File: src/rtl/h264_dcquant_chroma_if.sv
// Chroma DC quantiser stream bundle: coefficient input handshake and level output handshake.
interface h264_dcquant_chroma_if #(
   parameter int IW = 16,
   parameter int OW = 12
);
   logic                 ENABLE;
   logic signed [IW-1:0] YYIN;
   logic [5:0]           QP;
   logic                 READYI;
   logic                 VALID;
   logic signed [OW-1:0] ZOUT;
   logic                 LAST;
   logic [2:0]           NZCOUNT;
   logic                 READYO;

   // master: upstream producer plus downstream consumer; slave: the quantiser
   modport master (
      output ENABLE, YYIN, QP, READYO,
      input  READYI, VALID, ZOUT, LAST, NZCOUNT
   );
   modport slave (
      input  ENABLE, YYIN, QP, READYO,
      output READYI, VALID, ZOUT, LAST, NZCOUNT
   );
endinterface

File: src/rtl/h264_dcquant_chroma.sv
// H.264 2x2 chroma DC quantiser: 3-stage pipeline, QP tagged per block,
// saturating signed levels with per-block LAST marker and nonzero count.
module h264_dcquant_chroma #(
   parameter int IW = 16,
   parameter int OW = 12
) (
   input logic                  CLK,
   input logic                  RESET,
   h264_dcquant_chroma_if.slave bus
);
   localparam int unsigned MFW  = 14;
   localparam int unsigned PW   = IW + MFW;
   localparam int unsigned SUMW = PW + 1;
   localparam int unsigned SHW  = 5;
   localparam int unsigned RW   = 23;
   localparam int unsigned QMAX = (2 ** (OW - 1)) - 1;

   logic            adv_c, acc_c, hs_c;
   logic [1:0]      ixi_q, ixo_q;
   logic [3:0]      qpdiv6_q, qpdiv_c, cur_div_c;
   logic [2:0]      qpmod6_q, qpmod_c, cur_mod_c;
   logic [5:0]      qp_cl_c;
   logic [IW-1:0]   yy_u_c, mag_c;
   logic [MFW-1:0]  mf_c;
   logic [RW-1:0]   rnd_c;
   logic [SUMW-1:0] sum_c, q_c;
   logic [OW-1:0]   q_sat_c, z_c;
   logic [2:0]      nz_q, nz_now_c;

   logic            s1_v, s1_sign;
   logic [IW-1:0]   s1_mag;
   logic [MFW-1:0]  s1_mf;
   logic [SHW-1:0]  s1_sh;
   logic            s2_v, s2_sign;
   logic [PW-1:0]   s2_prod;
   logic [RW-1:0]   s2_rnd;
   logic [SHW-1:0]  s2_sh;
   logic            s3_v;
   logic [OW-1:0]   s3_z;

   assign adv_c      = bus.READYO | ~s3_v;
   assign acc_c      = bus.ENABLE & adv_c;
   assign hs_c       = s3_v & bus.READYO;
   assign bus.READYI = adv_c;

   // QP split; the first coefficient of a block uses the live QP, the rest the latched tag
   always_comb begin
      qp_cl_c = (bus.QP > 6'd51) ? 6'd51 : bus.QP;
      qpdiv_c = 4'd0;
      for (int unsigned k = 1; k <= 8; k++) begin
         if (qp_cl_c >= 6'(6 * k)) qpdiv_c = 4'(k);
      end
      qpmod_c   = 3'(qp_cl_c - 6'(6 * qpdiv_c));
      cur_div_c = (ixi_q == 2'd0) ? qpdiv_c : qpdiv6_q;
      cur_mod_c = (ixi_q == 2'd0) ? qpmod_c : qpmod6_q;
   end

   // S1 operands: sign/magnitude and DC multiplier
   always_comb begin
      yy_u_c = bus.YYIN;
      mag_c  = yy_u_c[IW-1] ? (~yy_u_c + IW'(1)) : yy_u_c;
      mf_c   = 14'd13107;
      case (cur_mod_c)
         3'd0:    mf_c = 14'd13107;
         3'd1:    mf_c = 14'd11916;
         3'd2:    mf_c = 14'd10082;
         3'd3:    mf_c = 14'd9362;
         3'd4:    mf_c = 14'd8192;
         3'd5:    mf_c = 14'd7282;
         default: mf_c = 14'd13107;
      endcase
   end

   // intra rounding offset floor(2^sh/3)
   always_comb begin
      rnd_c = 23'd21845;
      case (s1_sh)
         5'd16:   rnd_c = 23'd21845;
         5'd17:   rnd_c = 23'd43690;
         5'd18:   rnd_c = 23'd87381;
         5'd19:   rnd_c = 23'd174762;
         5'd20:   rnd_c = 23'd349525;
         5'd21:   rnd_c = 23'd699050;
         5'd22:   rnd_c = 23'd1398101;
         5'd23:   rnd_c = 23'd2796202;
         5'd24:   rnd_c = 23'd5592405;
         default: rnd_c = 23'd21845;
      endcase
   end

   // S3 rounding shift, saturation and sign restore
   always_comb begin
      sum_c   = SUMW'(s2_prod) + SUMW'(s2_rnd);
      q_c     = sum_c >> s2_sh;
      q_sat_c = (q_c > SUMW'(QMAX)) ? OW'(QMAX) : q_c[OW-1:0];
      z_c     = s2_sign ? (~q_sat_c + OW'(1)) : q_sat_c;
   end

   // input index and per-block QP tag
   always_ff @(posedge CLK or negedge RESET) begin
      if (!RESET) begin
         ixi_q    <= 2'd0;
         qpdiv6_q <= 4'd0;
         qpmod6_q <= 3'd0;
      end else if (acc_c) begin
         ixi_q <= ixi_q + 2'd1;
         if (ixi_q == 2'd0) begin
            qpdiv6_q <= qpdiv_c;
            qpmod6_q <= qpmod_c;
         end
      end
   end

   // pipeline stages advance together
   always_ff @(posedge CLK or negedge RESET) begin
      if (!RESET) begin
         s1_v    <= 1'b0;
         s1_sign <= 1'b0;
         s1_mag  <= '0;
         s1_mf   <= '0;
         s1_sh   <= '0;
         s2_v    <= 1'b0;
         s2_sign <= 1'b0;
         s2_prod <= '0;
         s2_rnd  <= '0;
         s2_sh   <= '0;
         s3_v    <= 1'b0;
         s3_z    <= '0;
      end else if (adv_c) begin
         s1_v    <= acc_c;
         s1_sign <= yy_u_c[IW-1];
         s1_mag  <= mag_c;
         s1_mf   <= mf_c;
         s1_sh   <= SHW'(cur_div_c) + 5'd16;
         s2_v    <= s1_v;
         s2_sign <= s1_sign;
         s2_prod <= PW'(s1_mag) * PW'(s1_mf);
         s2_rnd  <= rnd_c;
         s2_sh   <= s1_sh;
         s3_v    <= s2_v;
         s3_z    <= z_c;
      end
   end

   // output index and nonzero tally, cleared after the block's last level leaves
   always_ff @(posedge CLK or negedge RESET) begin
      if (!RESET) begin
         ixo_q <= 2'd0;
         nz_q  <= 3'd0;
      end else if (hs_c) begin
         ixo_q <= ixo_q + 2'd1;
         nz_q  <= (ixo_q == 2'd3) ? 3'd0 : nz_now_c;
      end
   end

   assign nz_now_c    = nz_q + 3'(s3_z != '0);
   assign bus.VALID   = s3_v;
   assign bus.ZOUT    = s3_z;
   assign bus.LAST    = s3_v & (ixo_q == 2'd3);
   assign bus.NZCOUNT = bus.LAST ? nz_now_c : 3'd0;
endmodule

File: src/flat_wrapper.sv
// flat-port wrapper written by rule: the top's interface ports become plain ports
module h264_dcquant_chroma_flat 
#(
   parameter int IW = 16,
   parameter int OW = 12
)
  (CLK, RESET, bus_ENABLE, bus_YYIN, bus_QP, bus_READYO, bus_READYI, bus_VALID, bus_ZOUT, bus_LAST, bus_NZCOUNT);
  h264_dcquant_chroma_if #(.IW(IW), .OW(OW)) bus_i ();
  input logic CLK;
  input logic RESET;
  input wire logic [$bits(bus_i.ENABLE)-1:0] bus_ENABLE;
  input wire logic [$bits(bus_i.YYIN)-1:0] bus_YYIN;
  input wire logic [$bits(bus_i.QP)-1:0] bus_QP;
  input wire logic [$bits(bus_i.READYO)-1:0] bus_READYO;
  output wire logic [$bits(bus_i.READYI)-1:0] bus_READYI;
  output wire logic [$bits(bus_i.VALID)-1:0] bus_VALID;
  output wire logic [$bits(bus_i.ZOUT)-1:0] bus_ZOUT;
  output wire logic [$bits(bus_i.LAST)-1:0] bus_LAST;
  output wire logic [$bits(bus_i.NZCOUNT)-1:0] bus_NZCOUNT;
  assign bus_i.ENABLE = bus_ENABLE;
  assign bus_i.YYIN = bus_YYIN;
  assign bus_i.QP = bus_QP;
  assign bus_i.READYO = bus_READYO;
  assign bus_READYI = bus_i.READYI;
  assign bus_VALID = bus_i.VALID;
  assign bus_ZOUT = bus_i.ZOUT;
  assign bus_LAST = bus_i.LAST;
  assign bus_NZCOUNT = bus_i.NZCOUNT;
  h264_dcquant_chroma #(.IW(IW), .OW(OW)) u_core (.CLK(CLK), .RESET(RESET), .bus(bus_i));
endmodule
File: config.mk
export PLATFORM = sky130hd
export DESIGN_NAME = h264_dcquant_chroma_flat
export DESIGN_NICKNAME = d
export VERILOG_FILES = /design/src/rtl/h264_dcquant_chroma_if.sv /design/src/rtl/h264_dcquant_chroma.sv /design/src/flat_wrapper.sv
export SDC_FILE = /design/constraint.sdc
export NUM_CORES = 1
export LEC_CHECK = 0
export BUFFER_PORTS_ARGS = -buffer_cell sky130_fd_sc_hd__buf_2
export CAP_MARGIN = 20
export CORE_ASPECT_RATIO = 1.4
export CORE_MARGIN = 2
export CORE_UTILIZATION = 60
export DETAILED_ROUTE_END_ITERATION = 10
export PLACE_DENSITY = 0.82
export SLEW_MARGIN = 5
export SYNTH_ARGS = -nofsm -noshare
export SYNTH_HDL_FRONTEND = slang
export SYNTH_SLANG_ARGS = --single-unit
export TNS_END_PERCENT = 30
File: constraint.sdc
create_clock -name CLK -period 7.22 [get_ports CLK]
set_clock_uncertainty 0.1 [all_clocks]
set_input_delay 1.083 -clock CLK [delete_from_list [all_inputs] [get_ports CLK]]
set_output_delay 1.083 -clock CLK [all_outputs]
set_load 0.02 [all_outputs]
; ---- Word level (Yosys, flattened, before mapping)
; Memory sizes are Yosys's and may differ from the RTL's. A register that Yosys moved wholly into a read port is not among the register bits.
; Cells that the tools add are included.
[totals]
inputBits = 26
n_memories = 1
ram_bits = 0
word_cells = 71
latchBits = 0
romBits = 736
output_inout_bits = 18
register_bits = 101
[memory_table]
columns = name, words, width, read_ports, rd_ports_with_merged_regs, wr, line
row1 = (name not given), 32, 23, 1, 1, 0, h264_dcquant_chroma.sv:77  ; case (s1_sh)
[op_classes]
muxes = 17
n_lt_le_gt_ge = 10
reduce_logical = 3
shifts = 1
div_mod_pow = 0
n_addsub = 8
multipliers = 2
n_bitwise = 7
n_eq_ne = 6
[ops]
columns = operator, n
row1 = case mux 14 bit (5 select lines), 1
row2 = two-way mux 4 bit, 8
row3 = adder 30 x 23 -> 31 bit, 1
row4 = > comparator 31 x 11 -> 1 bit (second input constant), 1
row5 = >> shifter 31 x 5 -> 31 bit, 1
row6 = multiplier 16 x 14 -> 30 bit, 1
row7 = two-way mux 12 bit, 2
row8 = greater-or-equal comparator 6 x 5 -> 1 bit (second input constant), 3
row9 = greater-or-equal comparator 6 bit (second input constant), 3
row10 = adder 16 x 1 -> 16 bit (second input constant), 1
row11 = two-way mux 16 bit, 1
row12 = inverter 16 bit, 1
row13 = adder 12 x 1 -> 12 bit (second input constant), 1
row14 = inverter 12 bit, 1
row15 = nonzero test 12 bit, 1
row16 = two-way mux 3 bit, 3
row17 = == test 3 x 2 -> 1 bit (second input constant), 2
row18 = == test 3 bit (second input constant), 2
row19 = greater-or-equal comparator 6 x 3 -> 1 bit (second input constant), 1
row20 = greater-or-equal comparator 6 x 4 -> 1 bit (second input constant), 1
row21 = > comparator 6 bit (second input constant), 1
row22 = two-way mux 6 bit, 1
row23 = adder 4 x 5 -> 5 bit (second input constant), 1
row24 = adder 2 x 1 -> 2 bit (second input constant), 2
row25 = other kinds (11), 13

; ---- Depth between registers and ports, before layout
; Gate-level depths: netlist of run 1.
[depth]
ltp_word = 16
ltp_mapped = 28
depth_no_buf = 26

; ---- Worst setup path after synthesis of run 1
; Ideal clock, no wire load.
[synth_timing]
path_type = register to register
from = register u_core.s1_mf[3]
to = register u_core.s2_prod[29]
slack_ps = 776
path_buffers = 2
t_arrival_ps = 6208
path_stages_with_launch = 27
period_less_slack_ps = 6444
path_cell_list = dfrtp_1 clkbuf_1 clkbuf_1 nand2_1 fa_1 inv_1 fa_1 inv_1 fa_1 inv_1 ha_1 inv_1 fa_1 inv_1 fa_1 ha_1 o21a_1 o31a_1 o41ai_1 nand4b_1 a31oi_1 o21ai_0 o21ai_0 o41ai_1 o21ai_0 xnor2_1 a21oi_1
[synth_via]
elab_chain_len = 1
[synth_lines]
columns = item, line
row1 = start: declaration, h264_dcquant_chroma.sv:32  ; logic [MFW-1:0] s1_mf;
row2 = start signal: assignment, h264_dcquant_chroma.sv:133  ; s1_mf <= mf_c;
row3 = multiplier 16 x 14 -> 30 bit, h264_dcquant_chroma.sv:137  ; s2_prod <= PW'(s1_mag) * PW'(s1_mf);
row4 = end signal: assignment, h264_dcquant_chroma.sv:137
row5 = end: declaration, h264_dcquant_chroma.sv:35  ; logic [PW-1:0] s2_prod;
; Every way passes these cells.
; A chain may end at the register's enable or synchronous reset.

; ---- Worst setup path in the final report of run 1
[layout_timing]
from = register u_core.s1_mf[6]
to = register u_core.s2_prod[28]
; Same word-level chain as after synthesis.

==> out/metrics.cfg, run 1 <==
[status]
status = finished clean

[logic_synthesis]
yosys.area_share.xor_xnor_pct = 4.02
synth-simple-area-share_pct = 18.8
syn_avg_cell_area_sq_um = 8.51
synthMuxAreaShare_pct = 4.00
yosysSeqAreaShare_pct = 17.2
synth_top_family_by_area = adder cells
async_flop_share_pct = 100
synthAdderAreaFrac_pct = 30.7
synth_enable_flop_cells = 0
postSynthCellCount = 1867
synth_fp_nets = 2183
synth_area_sq_um = 15900
synth_compound_area_share_pct = 18.0
synth.distinct_cells = 94
ys_ff_latch = 109
ys_warn_count = 0
synth_ff_type = dfrtp_1

[setup_path]
slowest_stage = dfrtp_1
cp_max_fo = 17
cpMostUsedCell = fa_1
cp-startpoint = u_core.s1_mf[6]
crit_chain = nand2_1 > fa_1 > inv_1 > fa_1 > inv_1 > fa_1 > inv_1 > fa_1 > fa_1 > fa_1 > ha_1 > nand3_1 > nand2_1 > a41o_1 > o41ai_1 > o2111ai_1 > nand2_1 > o21ai_0 > o41ai_1 > or4b_2 > nand3_1
crit_type = flip-flop to flip-flop
reg2reg_from = u_core.s1_mf[6]
worstSetupEndpointType = flip-flop
worstPathArrival_ns = 7.06
critPathLaunchType = flip-flop
cp_slowest_stage_delay_ns = 0.78
worstPathRequired_ns = 7.38

[clocking]
clockRootBuffer = clkbuf_16
ctsHoldBuffers = 0
post_cts_resized = 0
clk_latency_ns = 0.38
clk_pin_slew_ns = 0.08
cts_max_level = 3
postCtsSetupRepairBufs = 0
clock_path_buffers = 2
clkSinkCount = 109
cts_buffers = 9
cts_tree = yes

[grt]
track_usage_pct = 31.2
grt_antenna_before_repair = 0
grt_max_degree = 71
grt_overflow = 0
grt_pass1_wl_mm = 68.8
grt_pass1_vias = 13900

[timing]
max-slew-margin-rel_pct = 36.1
rsz0062_at_grt = false
setup_viol = 0
finalCritPeriodShare_pct = 95.6
fmax_mhz = 145
setup_ws_ns = 0.319
hold_viol = 0
tightest_slew_ns = 0.958
setup-tns-final_ns = 0
slew_viol_final = 0
timing.hold.ws_ns = 0.361
post-route-min-period_ns = 6.90

[layout]
syn_to_final_growth_pct = 4.14
fin_nets = 2149
num_antenna_cells = 0
layout-drive-gt1-share_pct = 7.62

[detailed_routing]
ant_nets = 0
via_count = 13600
wire_per_inst_um = 19.5
wirelength_mm = 42.3
vias_per_cell = 6.30
drtIter0Drc = 726
route.detailed.drc = 0
dr.pass1.iters = 5

[die]
core-area_sq_um = 26100
die-area_sq_um = 27800
dieHeight_um = 197
placementRows = 70
start_util_pct = 60.9
ios = 44
die_w_um = 142

[place]
io_buffer_count = 43
gp_congestion = 0.965
place_ws_ns = 0.332
dp_hpwl_mm = 33.2

[flow_run]
maxCapViolCount = 0

[worst_hold_path]
hold_class = flip-flop to flip-flop
min_from = u_core.s2_v

==> layout by cell type, fill, tap and decap left out, types with 26 or more instances in the layout <==
master / count
nand2_1: 264
inv_1: 188
fa_1: 166
ha_1: 124
nor2_1: 112
dfrtp_1: 109
and2_1: 104
o21ai_0: 96
a21oi_1: 89
buf_2: 42
xor2_1: 38
xnor2_1: 33
mux2i_1: 32
nor3_1: 30
nand3_1: 26
==> Yosys cell counts (all sizes together) (6+ instances only) <==
cell	n	area (sq um)
nand2	264	991
inv	189	709
fa	166	3320
ha	124	1550
nor2	112	420
dfrtp	109	2730
and2	104	651
o21ai	103	523
a21oi	92	472
clkbuf	91	348
xor2	38	333
xnor2	34	305
mux2i	32	320
nor3	30	150
nand3	27	140
a211oi	23	205
a31oi	23	159
o211ai	23	178
o21a	22	165
buf	20	98.8
o31ai	16	149
nand2b	15	93.8
and3	14	97.6
a21o	13	97.6
mux2	12	135
nand4	12	75.1
nor2b	11	68.8
mux4	8	180
nor4	8	50.1
a32oi	6	60.1
o22ai	6	37.5
o311ai	6	60.1
or3	6	37.5
==> final cells by class <==
| class | count | area, sq um |
|---|---|---|
| clock buffers | 10 | 239 |
| flip-flops and latches | 109 | 2730 |
| clock inverters | 6 | 53.8 |
| fillers | 2234 | 9560 |
| repair buffers | 66 | 390 |
| well taps | 324 | 405 |
| multi-input cells | 1457 | 12000 |
| inverters | 190 | 713 |
==> kinds of logic after synthesis <==
logic type      Yosys count
simple gates            629
compound gates          414
buf+inv                 301
fa+ha+maj               290
flops                   109
xor+xnor                 72
mux                      52
==> metal layers <==
layer / wire length [um] / vias up / global-route usage, %
met5: 0 / - / 0
met4: 2860 / 0 / 20.3
met3: 1850 / 165 / 3.45
met2: 21900 / 480 / 56.3
met1: 15700 / 6696 / 34.5
li1: - / 6286 / -
==> worst paths after layout <==
check,to,slack [ns],cells past startpoint
setup / recovery,u_core.s2_prod[28],0.32,21
min in group asynchronous,u_core.s1_sh[4],0.58,1
hold reg to reg,u_core.s2_v,0.36,2
hold / removal,u_core.s2_v,0.36,2
max in group asynchronous,u_core.bus.ZOUT[5],5.07,2
setup reg to reg,u_core.s2_prod[28],0.32,21
==> stage by stage <==
stage          instance area [sq um]  instances  util, %
2_1_floorplan                  15900       1867        -
3_3_place_gp                   16200       2146     62.2
3_5_place_dp                   16200       2146     62.2
4_1_cts                        16500       2162     63.4
5_1_grt                        16500       2162     63.4
6_report                       16500       2162     63.4
==> flip-flops by register name, summed over array words and instances (netlist names) <==
register          cells
u_core.qpmod6_q       3
u_core.qpdiv6_q       4
u_core.s2_sh          5
u_core.nz_q           3
u_core.s1_v           1
u_core.s1_mf         13
u_core.bus.VALID      1
u_core.s1_mag        16
u_core.s1_sign        1
u_core.s2_v           1
u_core.bus.ZOUT      12
u_core.ixi_q          2
u_core.s2_rnd         9
u_core.ixo_q          2
u_core.s2_prod       30
u_core.s2_sign        1
u_core.s1_sh          5
==> worst max-delay path, delay by kind of cell (launching register included) <==
kind / cells / cell delay [ns]
adder cells (fa/ha/maj): 7 / 3.42
AO/OA/AOI/OAI: 5 / 1.56
flip-flops: 1 / 0.78
AND/OR/NAND/NOR: 6 / 0.75
buffers and inverters: 3 / 0.16
Power of run 1 is left out: the tool's default activity adds up to more than one toggle a clock period on the data nets, which glitch-free logic cannot reach.
==> run 2: changes to the inputs <==
--- a/config.mk
+++ b/config.mk
@@ -12,4 +12,5 @@
 export CORE_UTILIZATION = 60
 export DETAILED_ROUTE_END_ITERATION = 10
+export MAX_ROUTING_LAYER = met4
 export PLACE_DENSITY = 0.82
 export SLEW_MARGIN = 5
--- a/constraint.sdc
+++ b/constraint.sdc
@@ -3,3 +3,3 @@
 set_input_delay 1.083 -clock CLK [delete_from_list [all_inputs] [get_ports CLK]]
 set_output_delay 1.083 -clock CLK [all_outputs]
-set_load 0.02 [all_outputs]
+set_load 0.01 [all_outputs]
==> run 2 against run 1 <==
Compared with the run above: fmax increased by 1.0%; die area unchanged; critical path depth unchanged; non-clock buffer count increased by 2; worst hold slack improved by 0.0077 ns; register-to-register slack improved by 0.07 ns; via count about the same; core utilization increased by 0.091 points; worst setup slack improved by 0.071 ns; routed wire length increased by 0.47%; final cell count increased by 0.19%; critical path type unchanged; largest cell class unchanged.
==> out/metrics.cfg, run 2 (synthesized netlist as in run 1, its figures left out) <==
[timing]
setup_viol = 0  ; unchanged
max-slew-margin-rel_pct = 38.4  ; +2.3 points
setup-tns-final_ns = 0  ; unchanged
fmax_mhz = 146  ; +1.0%
slew_viol_final = 0  ; unchanged
hold_viol = 0  ; unchanged
rsz0062_at_grt = false
post-route-min-period_ns = 6.83  ; -0.0715 ns
finalCritPeriodShare_pct = 94.6  ; -0.99 points
tightest_slew_ns = 0.923  ; -0.0350 ns

[layout]
multiInputGateArea_sq_um = 12000  ; about the same
final_cell_mix = nand2_1 (264), inv_1 (188), fa_1 (166), ha_1 (124), nor2_1 (112)
largestRegisters = u_core.s2_prod (30), u_core.s1_mag (16), u_core.s1_mf (13)
largest_reg_flops = 30  ; unchanged
fillers = 2223  ; -0.49%
syn_to_final_growth_pct = 4.28
largest-register = u_core.s2_prod
layout_commonest_cell = nand2_1
instances_no_fill = 2166  ; +0.19%
layout-drive-gt1-share_pct = 7.93  ; +0.32 points
fin_nets = 2151  ; +0.093%
regArea_sq_um = 2730  ; +0.14%

[clocking]
clk_pin_slew_ns = 0.08  ; about the same
cts_max_level = 3  ; unchanged
clockRootBuffer = clkbuf_16
cts_buffers = 9  ; unchanged
clk_latency_ns = 0.38  ; about the same
clock_path_buffers = 2  ; unchanged
clkSinkCount = 109  ; unchanged
ctsHoldBuffers = 0  ; unchanged
cts_tree = yes
postCtsSetupRepairBufs = 0  ; unchanged
post_cts_resized = 0  ; unchanged

[worst_hold_path]
hold_class = flip-flop to flip-flop
min_from = u_core.s2_v
holdPathEnd = u_core.bus.VALID
worstHoldPathCells = 1  ; -1

[detailed_routing]
via_count = 13600  ; +0.081%
ant_nets = 0  ; unchanged
drtIter0Drc = 922  ; +27%
route.detailed.drc = 0  ; unchanged
wire_per_inst_um = 19.6  ; +0.29%
wirelength_mm = 42.5  ; +0.47%
dr.pass1.iters = 7  ; +2
vias_per_cell = 6.30  ; -0.10%

[setup_path]
r2r_end = u_core.s2_prod[28]
crit_chain = nand2_1 > fa_1 > inv_1 > fa_1 > inv_1 > fa_1 > inv_1 > fa_1 > fa_1 > fa_1 > ha_1 > nand3_1 > nand2_1 > a41o_1 > o41ai_1 > o2111ai_1 > nand2_1 > o21ai_0 > o41ai_1 > nand4b_1 > nand3_1
worstPathArrival_ns = 7.04  ; -0.02 ns
cp_slowest_stage_delay_ns = 0.79  ; about the same
worstPathRequired_ns = 7.43  ; +0.05 ns
crit_type = flip-flop to flip-flop
reg2reg_depth = 21  ; unchanged
cp_max_fo = 17  ; unchanged
cp-startpoint = u_core.s1_mf[5]
slowest_stage = dfrtp_1
reg2reg_slack_ns = 0.39  ; +0.07 ns
reg2reg_from = u_core.s1_mf[5]
cpMostUsedCell = fa_1
critPathLaunchType = flip-flop
worstSetupEndpointType = flip-flop

[grt]
grt_antenna_before_repair = 2  ; +2
grt_pass1_vias = 13900  ; -0.24%
grt_overflow = 0  ; unchanged
grt_max_degree = 81  ; +14%
track_usage_pct = 32.3  ; +1.1 points
grt_pass1_wl_mm = 69.3  ; +0.75%

[die]
die_w_um = 142  ; unchanged
ios = 44  ; unchanged
core-area_sq_um = 26100  ; unchanged
dieHeight_um = 197  ; unchanged
placementRows = 70  ; unchanged
start_util_pct = 60.9  ; unchanged
die-area_sq_um = 27800  ; unchanged

[flow_run]
maxCapViolCount = 0  ; unchanged

[place]
dp.cells = 2148  ; +0.093%
gp_congestion = 0.983  ; +1.9%
dp_hpwl_mm = 33.3  ; +0.19%
io_buffer_count = 43  ; unchanged

[status]
status = finished clean

==> run 2: cell type report <==
type / count / area share [%]
Multi-Input combinational cell: 1457 / 72.6
Clock inverter: 6 / 0.279
Timing Repair Buffer: 68 / 2.45
Sequential cell: 109 / 16.5
Tap cell: 324 / 2.45
Inverter: 190 / 4.31
Antenna cell: 2 / 0.0302
Clock buffer: 10 / 1.44
==> run 2: worst max-delay path by stage <==
stage	to	depth (start not counted)
4_1_cts	u_core.s2_prod[29]	24
2_1_floorplan	u_core.s2_prod[29]	26
3_3_place_gp	u_core.s2_prod[29]	24
5_1_grt	u_core.s2_prod[28]	26
6_report	u_core.s2_prod[28]	21
3_5_place_dp	u_core.s2_prod[29]	24
==> run 2: stage by stage <==
stage | utilization [%] | cell area (sq um) | worst slack [ns] | hold WS, ns
after global routing | 63.5 | 16600 | 0.0712 | 0.383
final | 63.5 | 16600 | 0.390 | 0.368
after global placement | 62.3 | 16300 | 0.364 | 0.344
after floorplan | - | 15900 | 0.776 | 0.330
after detailed placement | 62.3 | 16300 | 0.112 | 0.356
after CTS | 63.4 | 16500 | 0.0280 | 0.374
==> run 2: critical path: cells and delay by family, from the launching register on <==
kind,cells,cell delay (ns)
fa+ha+maj,7,3.40
compound gates,5,1.53
simple gates,6,0.78
buf+inv,3,0.16
flops,1,0.79
==> run 2: per-layer routing <==
layer	GRT usage [%]	vias to the layer above	share of wire (%)
met4	18.5	0	6.2
met2	57.6	515	53
met1	34.8	6671	37
met3	3.35	165	4.5
li1	-	6287	-
met5	-	-	0
Power of run 2 is left out for the same reason.
